==> config.mk <==
export PLATFORM = sky130hd
export DESIGN_NAME = cpu_divmod_ctrl_flat
export DESIGN_NICKNAME = d
export VERILOG_FILES = /design/src/rtl/cpu_divmod_ctrl_pkg.sv /design/src/rtl/cpu_divmod_ctrl_if.sv /design/src/rtl/cpu_divmod_ctrl.sv /design/src/flat_wrapper.sv
export SDC_FILE = /design/constraint.sdc
export NUM_CORES = 1
export LEC_CHECK = 0
export ABC_AREA = 0
export CORE_AREA = 2 2 223 225
export CTS_CLUSTER_DIAMETER = 80
export CTS_CLUSTER_SIZE = 12
export DETAILED_ROUTE_END_ITERATION = 8
export DIE_AREA = 0 0 225 227
export SYNTH_ARGS = -nofsm -noshare
export SYNTH_HDL_FRONTEND = slang
export SYNTH_SLANG_ARGS = --single-unit
export TNS_END_PERCENT = 50
==> constraint.sdc <==
create_clock -name clk -period 6.3 [get_ports clk]
set_clock_uncertainty 0.1 [all_clocks]
set_input_delay 1.26 -clock clk [delete_from_list [all_inputs] [get_ports clk]]
set_output_delay 1.26 -clock clk [all_outputs]
set_load 0.03 [all_outputs]
==> src/rtl/cpu_divmod_ctrl_pkg.sv <==
// Shared types for the divide/modulo sequencer: FSM state encoding and
// command/result snapshot structs sized for the widest supported divider.
package pkg_cpu;

    localparam int DIVMOD_W_MAX     = 64;
    localparam int DIVMOD_IDX_W_MAX = 8;

    typedef enum logic [2:0] {
        StDivIdle,
        StDivIssue,
        StDivWait,
        StDivDone,
        StDivDrain
    } DivCtrlState;

    typedef struct packed {
        logic                        sgn;
        logic [DIVMOD_W_MAX-1:0]     num;
        logic [DIVMOD_W_MAX-1:0]     denom;
        logic [DIVMOD_IDX_W_MAX-1:0] quot_idx;
        logic [DIVMOD_IDX_W_MAX-1:0] rem_idx;
    } StrcInDivCtrlReq;

    typedef struct packed {
        logic                        valid;
        logic                        div_zero;
        logic [DIVMOD_W_MAX-1:0]     quot;
        logic [DIVMOD_W_MAX-1:0]     rem;
        logic [DIVMOD_IDX_W_MAX-1:0] quot_idx;
        logic [DIVMOD_IDX_W_MAX-1:0] rem_idx;
    } StrcOutDivCtrlRes;

endpackage

==> src/rtl/cpu_divmod_ctrl_if.sv <==
// Bundle between the execute stage, the NonRestoringDivider and write-back.
// slave = controller side, master = surrounding CPU side.
interface cpu_divmod_ctrl_if #(
    parameter int WIDTH = 32,
    parameter int IDX_W = 4
);
    // valid/ready: a transfer happens on a rising clk edge where both are 1;
    // the valid side holds its payload stable until that edge.
    logic             req_valid;
    logic             req_ready;
    logic             req_sgn;
    logic [WIDTH-1:0] req_num;
    logic [WIDTH-1:0] req_denom;
    logic [IDX_W-1:0] req_quot_idx;
    logic [IDX_W-1:0] req_rem_idx;
    logic             abort;

    logic             div_enable;
    logic             div_unsgn_or_sgn;
    logic [WIDTH-1:0] div_num;
    logic [WIDTH-1:0] div_denom;
    logic             div_can_accept_cmd;
    logic             div_data_ready;
    logic [WIDTH-1:0] div_quot;
    logic [WIDTH-1:0] div_rem;

    logic             res_valid;
    logic             res_ready;
    logic [WIDTH-1:0] res_quot;
    logic [WIDTH-1:0] res_rem;
    logic [IDX_W-1:0] res_quot_idx;
    logic [IDX_W-1:0] res_rem_idx;
    logic             res_div_zero;

    modport slave (
        input  req_valid, req_sgn, req_num, req_denom, req_quot_idx, req_rem_idx, abort,
        input  div_can_accept_cmd, div_data_ready, div_quot, div_rem, res_ready,
        output req_ready, div_enable, div_unsgn_or_sgn, div_num, div_denom,
        output res_valid, res_quot, res_rem, res_quot_idx, res_rem_idx, res_div_zero
    );

    modport master (
        output req_valid, req_sgn, req_num, req_denom, req_quot_idx, req_rem_idx, abort,
        output div_can_accept_cmd, div_data_ready, div_quot, div_rem, res_ready,
        input  req_ready, div_enable, div_unsgn_or_sgn, div_num, div_denom,
        input  res_valid, res_quot, res_rem, res_quot_idx, res_rem_idx, res_div_zero
    );
endinterface

==> src/rtl/cpu_divmod_ctrl.sv <==
// Sequencer for one NonRestoringDivider: accept, issue, wait, hold result, abort/drain.
// Optional macro CPU_DIVMOD_ZERO_BYPASS_EN answers x/0 locally without the divider.
import pkg_cpu::*;

module cpu_divmod_ctrl #(
    parameter int WIDTH = 32,
    parameter int IDX_W = 4
) (
    input  logic             clk,
    input  logic             rst,
    cpu_divmod_ctrl_if.slave bus,
    output DivCtrlState      dbg_state,
    output StrcInDivCtrlReq  dbg_req,
    output StrcOutDivCtrlRes dbg_res
);

    DivCtrlState state_q, state_d;
    logic        accept;
    logic        zero_denom;
    logic        result_in;

    assign accept = bus.req_valid && bus.req_ready && !bus.abort;

`ifdef CPU_DIVMOD_ZERO_BYPASS_EN
    assign zero_denom = (bus.req_denom == {WIDTH{1'b0}});
`else
    assign zero_denom = 1'b0;
`endif

    // div_enable is high exactly in the first StDivWait cycle, so it doubles
    // as the mask for a stale div_data_ready left over from an earlier command.
    assign result_in = bus.div_data_ready && !bus.div_enable;

    always_comb begin
        state_d = state_q;
        unique case (state_q)
            StDivIdle:  if (accept) state_d = zero_denom ? StDivDone : StDivIssue;
            StDivIssue: begin
                if (bus.abort)                   state_d = StDivIdle;
                else if (bus.div_can_accept_cmd) state_d = StDivWait;
            end
            StDivWait: begin
                if (bus.abort)      state_d = result_in ? StDivIdle : StDivDrain;
                else if (result_in) state_d = StDivDone;
            end
            StDivDone:  if (bus.abort || bus.res_ready) state_d = StDivIdle;
            StDivDrain: if (bus.div_data_ready) state_d = StDivIdle;
            default:    state_d = StDivIdle;
        endcase
    end

    always_ff @(posedge clk or posedge rst) begin
        if (rst) begin
            state_q              <= StDivIdle;
            bus.req_ready        <= 1'b0;
            bus.div_enable       <= 1'b0;
            bus.div_unsgn_or_sgn <= 1'b0;
            bus.div_num          <= WIDTH'(0);
            bus.div_denom        <= WIDTH'(0);
            bus.res_valid        <= 1'b0;
            bus.res_quot         <= WIDTH'(0);
            bus.res_rem          <= WIDTH'(0);
            bus.res_quot_idx     <= IDX_W'(0);
            bus.res_rem_idx      <= IDX_W'(0);
            bus.res_div_zero     <= 1'b0;
        end else begin
            state_q        <= state_d;
            bus.req_ready  <= (state_d == StDivIdle);
            bus.res_valid  <= (state_d == StDivDone);
            bus.div_enable <= (state_q == StDivIssue) && (state_d == StDivWait);
            if (accept) begin
                bus.div_unsgn_or_sgn <= bus.req_sgn;
                bus.div_num          <= bus.req_num;
                bus.div_denom        <= bus.req_denom;
                bus.res_quot_idx     <= bus.req_quot_idx;
                bus.res_rem_idx      <= bus.req_rem_idx;
                bus.res_div_zero     <= zero_denom;
                if (zero_denom) begin
                    bus.res_quot <= {WIDTH{1'b1}};
                    bus.res_rem  <= bus.req_num;
                end
            end
            if (state_q == StDivWait && state_d == StDivDone) begin
                bus.res_quot <= bus.div_quot;
                bus.res_rem  <= bus.div_rem;
            end
        end
    end

    assign dbg_state = state_q;

    always_comb begin
        dbg_req          = '0;
        dbg_req.sgn      = bus.div_unsgn_or_sgn;
        dbg_req.num      = DIVMOD_W_MAX'(bus.div_num);
        dbg_req.denom    = DIVMOD_W_MAX'(bus.div_denom);
        dbg_req.quot_idx = DIVMOD_IDX_W_MAX'(bus.res_quot_idx);
        dbg_req.rem_idx  = DIVMOD_IDX_W_MAX'(bus.res_rem_idx);

        dbg_res          = '0;
        dbg_res.valid    = bus.res_valid;
        dbg_res.div_zero = bus.res_div_zero;
        dbg_res.quot     = DIVMOD_W_MAX'(bus.res_quot);
        dbg_res.rem      = DIVMOD_W_MAX'(bus.res_rem);
        dbg_res.quot_idx = DIVMOD_IDX_W_MAX'(bus.res_quot_idx);
        dbg_res.rem_idx  = DIVMOD_IDX_W_MAX'(bus.res_rem_idx);
    end

endmodule

==> src/flat_wrapper.sv <==
// flat-port wrapper written by rule: the top's interface ports become plain ports
module cpu_divmod_ctrl_flat 
#(
    parameter int WIDTH = 32,
    parameter int IDX_W = 4
)
  (clk, rst, dbg_state, dbg_req, dbg_res, bus_req_valid, bus_req_sgn, bus_req_num, bus_req_denom, bus_req_quot_idx, bus_req_rem_idx, bus_abort, bus_div_can_accept_cmd, bus_div_data_ready, bus_div_quot, bus_div_rem, bus_res_ready, bus_req_ready, bus_div_enable, bus_div_unsgn_or_sgn, bus_div_num, bus_div_denom, bus_res_valid, bus_res_quot, bus_res_rem, bus_res_quot_idx, bus_res_rem_idx, bus_res_div_zero);
  cpu_divmod_ctrl_if #(.WIDTH(WIDTH), .IDX_W(IDX_W)) bus_i ();
  input  logic clk;
  input  logic rst;
  output DivCtrlState dbg_state;
  output StrcInDivCtrlReq dbg_req;
  output StrcOutDivCtrlRes dbg_res;
  input wire logic [$bits(bus_i.req_valid)-1:0] bus_req_valid;
  input wire logic [$bits(bus_i.req_sgn)-1:0] bus_req_sgn;
  input wire logic [$bits(bus_i.req_num)-1:0] bus_req_num;
  input wire logic [$bits(bus_i.req_denom)-1:0] bus_req_denom;
  input wire logic [$bits(bus_i.req_quot_idx)-1:0] bus_req_quot_idx;
  input wire logic [$bits(bus_i.req_rem_idx)-1:0] bus_req_rem_idx;
  input wire logic [$bits(bus_i.abort)-1:0] bus_abort;
  input wire logic [$bits(bus_i.div_can_accept_cmd)-1:0] bus_div_can_accept_cmd;
  input wire logic [$bits(bus_i.div_data_ready)-1:0] bus_div_data_ready;
  input wire logic [$bits(bus_i.div_quot)-1:0] bus_div_quot;
  input wire logic [$bits(bus_i.div_rem)-1:0] bus_div_rem;
  input wire logic [$bits(bus_i.res_ready)-1:0] bus_res_ready;
  output wire logic [$bits(bus_i.req_ready)-1:0] bus_req_ready;
  output wire logic [$bits(bus_i.div_enable)-1:0] bus_div_enable;
  output wire logic [$bits(bus_i.div_unsgn_or_sgn)-1:0] bus_div_unsgn_or_sgn;
  output wire logic [$bits(bus_i.div_num)-1:0] bus_div_num;
  output wire logic [$bits(bus_i.div_denom)-1:0] bus_div_denom;
  output wire logic [$bits(bus_i.res_valid)-1:0] bus_res_valid;
  output wire logic [$bits(bus_i.res_quot)-1:0] bus_res_quot;
  output wire logic [$bits(bus_i.res_rem)-1:0] bus_res_rem;
  output wire logic [$bits(bus_i.res_quot_idx)-1:0] bus_res_quot_idx;
  output wire logic [$bits(bus_i.res_rem_idx)-1:0] bus_res_rem_idx;
  output wire logic [$bits(bus_i.res_div_zero)-1:0] bus_res_div_zero;
  assign bus_i.req_valid = bus_req_valid;
  assign bus_i.req_sgn = bus_req_sgn;
  assign bus_i.req_num = bus_req_num;
  assign bus_i.req_denom = bus_req_denom;
  assign bus_i.req_quot_idx = bus_req_quot_idx;
  assign bus_i.req_rem_idx = bus_req_rem_idx;
  assign bus_i.abort = bus_abort;
  assign bus_i.div_can_accept_cmd = bus_div_can_accept_cmd;
  assign bus_i.div_data_ready = bus_div_data_ready;
  assign bus_i.div_quot = bus_div_quot;
  assign bus_i.div_rem = bus_div_rem;
  assign bus_i.res_ready = bus_res_ready;
  assign bus_req_ready = bus_i.req_ready;
  assign bus_div_enable = bus_i.div_enable;
  assign bus_div_unsgn_or_sgn = bus_i.div_unsgn_or_sgn;
  assign bus_div_num = bus_i.div_num;
  assign bus_div_denom = bus_i.div_denom;
  assign bus_res_valid = bus_i.res_valid;
  assign bus_res_quot = bus_i.res_quot;
  assign bus_res_rem = bus_i.res_rem;
  assign bus_res_quot_idx = bus_i.res_quot_idx;
  assign bus_res_rem_idx = bus_i.res_rem_idx;
  assign bus_res_div_zero = bus_i.res_div_zero;
  cpu_divmod_ctrl #(.WIDTH(WIDTH), .IDX_W(IDX_W)) u_core (.clk(clk), .rst(rst), .bus(bus_i), .dbg_state(dbg_state), .dbg_req(dbg_req), .dbg_res(dbg_res));
endmodule
* After elaboration in Yosys (flattened, before gate mapping)
Index checks and enable logic that the tools add are counted.
** Operators by class
- Equality and inequality tests :: 6
- Mux-type cells :: 9
- Reductions and logical operators :: 10
** Operators by type and width (number)
- 3-bit 2-to-1 mux :: 8
- 3-bit one-hot mux with 5 select lines :: 1
- 3-bit by 2-bit equality test with 1-bit output (second input constant) :: 4
- 3-bit zero test :: 2
- 1-bit logical AND :: 5
- 3-bit by 1-bit equality test with 1-bit output (second input constant) :: 1
- 3-bit equality test (second input constant) :: 1
- 1-bit zero test :: 2
- 1-bit logical OR :: 1
** Word-level totals
- Flip-flop bits (word level) :: 143
- Bits of input ports :: 144
- Output and inout port bits :: 435

* Longest topological paths before layout
- Depth after elaboration :: 7
- Gate-level depth with buffers :: 4
- Mapped depth without buffers :: 3

* Worst setup path before layout
OpenSTA, ideal clock, no wires.
- Path kind :: input-to-reg
- Start point :: input bus_div_data_ready
- End point :: register u_core.bus.res_quot[0]
- Setup time :: 125 ps
- Arrival time :: 2171 ps
- Required time :: 6075 ps
- Slack :: 3903 ps
- Stages on the path :: 4
- Buffers on the path :: 1
- Path through :: nor3b_2 -> nand3_4 -> buf_6 -> mux2_4
** Between the ends
- Longest elaborated chain between the ends :: 6
- Elaborated cells on any way between the ends :: 8
- Those cells by class :: eq/ne (1); mux (5); reduce/logical (2)
** RTL lines
- from (decl) :: line flat_wrapper.sv:22 : input wire logic [$bits(bus_i.div_data_ready)-1:0] bus_div_data_ready;
- 1-bit logical AND :: line cpu_divmod_ctrl.sv:32 : assign result_in = bus.div_data_ready && !bus.div_enable;
- 3-bit 2-to-1 mux (on tied branches) :: line cpu_divmod_ctrl.sv:44, cpu_divmod_ctrl.sv:43
- 3-bit 2-to-1 mux :: line cpu_divmod_ctrl.sv:43 : if (bus.abort) state_d = result_in ? StDivIdle : StDivDrain;
- 3-bit one-hot mux with 5 select lines (*) :: line cpu_divmod_ctrl.sv:36 : unique case (state_q)
- 3-bit by 2-bit equality test with 1-bit output (*) :: line cpu_divmod_ctrl.sv:83 : if (state_q == StDivWait && state_d == StDivDone) begin
- 1-bit logical AND (*) :: line cpu_divmod_ctrl.sv:83
- to (signal assigned) :: line cpu_divmod_ctrl.sv:79 : bus.res_quot <= {WIDTH{1'b1}};
- to (signal assigned) :: line cpu_divmod_ctrl.sv:84 : bus.res_quot <= bus.div_quot;
- to (decl) :: line cpu_divmod_ctrl_if.sv:39 : output res_valid, res_quot, res_rem, res_quot_idx, res_rem_idx, res_div_zero
Every way passes the cells marked *; elsewhere a longest branch is shown, timed or not.
A chain may end at the register's enable or synchronous reset.

* Worst setup path in the final report
- Start point :: input bus_div_data_ready
- End point :: register u_core.bus.res_quot[1]
The elaborated chain is that of the path after synthesis.

==> reports/results.ini <==
[synth]
synth_area_um2=7810
ys_seq_area_share_pct=45.8
yosys_register_bits=143
synth_cells=609
ys_types=24
syn_avg_cell_area_um2=12.8
synth_top_cell_area_share_pct=45.8
synth_top_cells_by_area=dfrtp_1 (46%), buf_4 (28%), mux2_4 (12%), mux2_2 (11%), buf_6 (0.87%)
ys.warnings.count=0
synth_top_area_cell=dfrtp_1

[clock_tree]
cts_tree=done
postCtsSetupBuffers=0
clk_latency_ns=0.46
postCtsHoldBufs=0
htreeDepth=4
ctsResizeCount=0
numCtsBuffers=17
path_clk_slew_ns=0.06
cts_sinks=143
cts_buffer_depth=2
ctsRootBufferMaster=clkbuf_16

[floorplan]
ios=579
die_y_um=227
floorplan.initialDensity_pct=16.1
fp.dieW_um=225
rows=81
core_um2=48500
dieArea_um2=51100

[drt]
wire_per_inst_um=13.8
drtIter0Drc=70
drt-pass1-iter-count=4
drc=0
routed_wirelength_um=21300
ant_nets=0
avgViaCountPerCell=3.11
vias=4782

[cells_and_area]
num_antenna_cells=0
mostFrequentLayoutCells=clkdlybuf4s50_1 (432), conb_1 (146), dfrtp_1 (143), mux2_2 (77), mux2_4 (60)
fin_nets=1047
area_growth_pct=51.2
final_common_cell=clkdlybuf4s50_1
drive_gt1_share_pct=19.4

[power]
ir_drop_mv=0.314
p_leak_nw=5.16
p_per_area_nw_per_um2=548

[global_route]
grt_pass1_wl_um=29500
overflow=0
track_usage_pct=8.00
antenna_found_initial=1
grt_max_degree=81
grt_pass1_vias=4848

[critical_path]
path_class=in -> reg
worst_setup_path_start_kind=input port
crit_fanout=38
crit_arrival_ns=3.59
critical_path_required_ns=6.54
end_kind=flip-flop

[timing]
period_needed_ns=3.35
max_freq_mhz=299
slew_headroom_pct=48.7
setup_slack_ns=2.95
grt_setup_unrepaired=no
setup_viol=0
tightest_slew_ns=0.770
hold_violations=0
maxSlewViolCount=0
period_share_pct=53.2
tns_ns=0

[run]
maxCapViolCount=0

[placed_design]
place_hpwl_um=16300
io_buffers=432
pre_cts_ws_ns=2.45
gp_congestion=0.747

[worst_hold_path]
min_path_type=reg -> reg

[status]
status=complete, no violations

through the flow:
step | area, um^2 | power, mW | hold WS (ns) | std cells | util [%]
4_1_cts | 11800 | 6.58 | 0.430 | 1538 | 24.3
2_1_floorplan | 8350 | 4.27 | 0.587 | 754 | -
6_report | 11800 | 6.47 | 0.429 | 1538 | 24.3
3_5_place_dp | 11200 | 5.46 | 0.416 | 1506 | 23.1
5_1_grt | 11800 | 6.76 | 0.445 | 1538 | 24.3
3_3_place_gp | 11200 | 5.44 | 0.410 | 1506 | 23.1
metal layers:
metal | routed length (um) | vias to the layer above | global-route usage, %
met2 | 10800 | 294 | 13.3
li1 | - | 2147 | -
met3 | 2000 | 21 | 3.76
met5 | 13 | - | 0
met1 | 8120 | 2318 | 8.86
met4 | 319 | 2 | 3.27
kinds of logic after synthesis:
| group | synth area share (%) |
|---|---|
| AOI/OAI and AO/OA | 0.321 |
| buffers and inverters | 29.5 |
| DFF | 45.8 |
| muxes | 22.6 |
| other | 0.0480 |
| and+or+nand+nor | 1.63 |
synthesized netlist by cell type, drive strengths merged:
library cell and n:
nand3 1, or4b 1, nand2b 1, buf 306, or4bb 1, and3 1
nor2b 2, a21oi 2, nor3b 1, o21ai 1, inv 1, or2 1
nand3b 2, o211a 1, nand2 1, conb 1, mux2 137, nor2 2
dfrtp 143, or3 1, nor4 2
power breakdown:
| group | leakage (nW) | total [mW] | internal, mW | switching [mW] |
|---|---|---|---|---|
| registers | 1.76 | 1.66 | 1.28 | 0.372 |
| clock network | 0.288 | 1.05 | 0.630 | 0.416 |
| logic | 3.12 | 3.77 | 1.67 | 2.10 |
| total | 5.16 | 6.47 | 3.58 | 2.89 |
worst paths after layout:
check / startpoint / to / slack (ns) / cells past startpoint
setup reg to reg: u_core.dbg_state[0] / u_core.bus.res_quot[1] / 3.71 / 4
max in group asynchronous: rst / u_core.bus.div_denom[15] / 4.03 / 3
hold reg to reg: u_core.bus.div_num[8] / u_core.bus.div_num[8] / 0.43 / 1
hold / removal: u_core.bus.div_num[8] / u_core.bus.div_num[8] / 0.43 / 1
min in group asynchronous: rst / u_core.bus.div_num[11] / 1.13 / 2
setup / recovery: bus_div_data_ready / u_core.bus.res_quot[1] / 2.95 / 5
flip-flops by register name (all words and copies together), names as in the netlist, 3 cells and up:
name and cells:
u_core.bus.div_denom 32, u_core.bus.div_num 32, u_core.bus.res_quot 32, u_core.bus.res_rem 32, u_core.bus.res_quot_idx 4, u_core.bus.res_rem_idx 4
u_core.dbg_state 3
cell type report:
class | count | area [um^2]
inverter | 1 | 8.76
fill | 5189 | 36700
timing repair buffer | 436 | 4370
sequential | 143 | 3580
multi-input combinational | 304 | 2470
tap | 622 | 778
clock inverter | 14 | 166
clock buffer | 18 | 439
critical path, stage by stage:
cell and delay [ns]:
clkdlybuf4s50_1 0.50, nor3b_2 0.28, nand3_4 0.60, buf_4 0.54, mux2_4 0.36
Note: power is estimated with default switching activity, not from simulation.
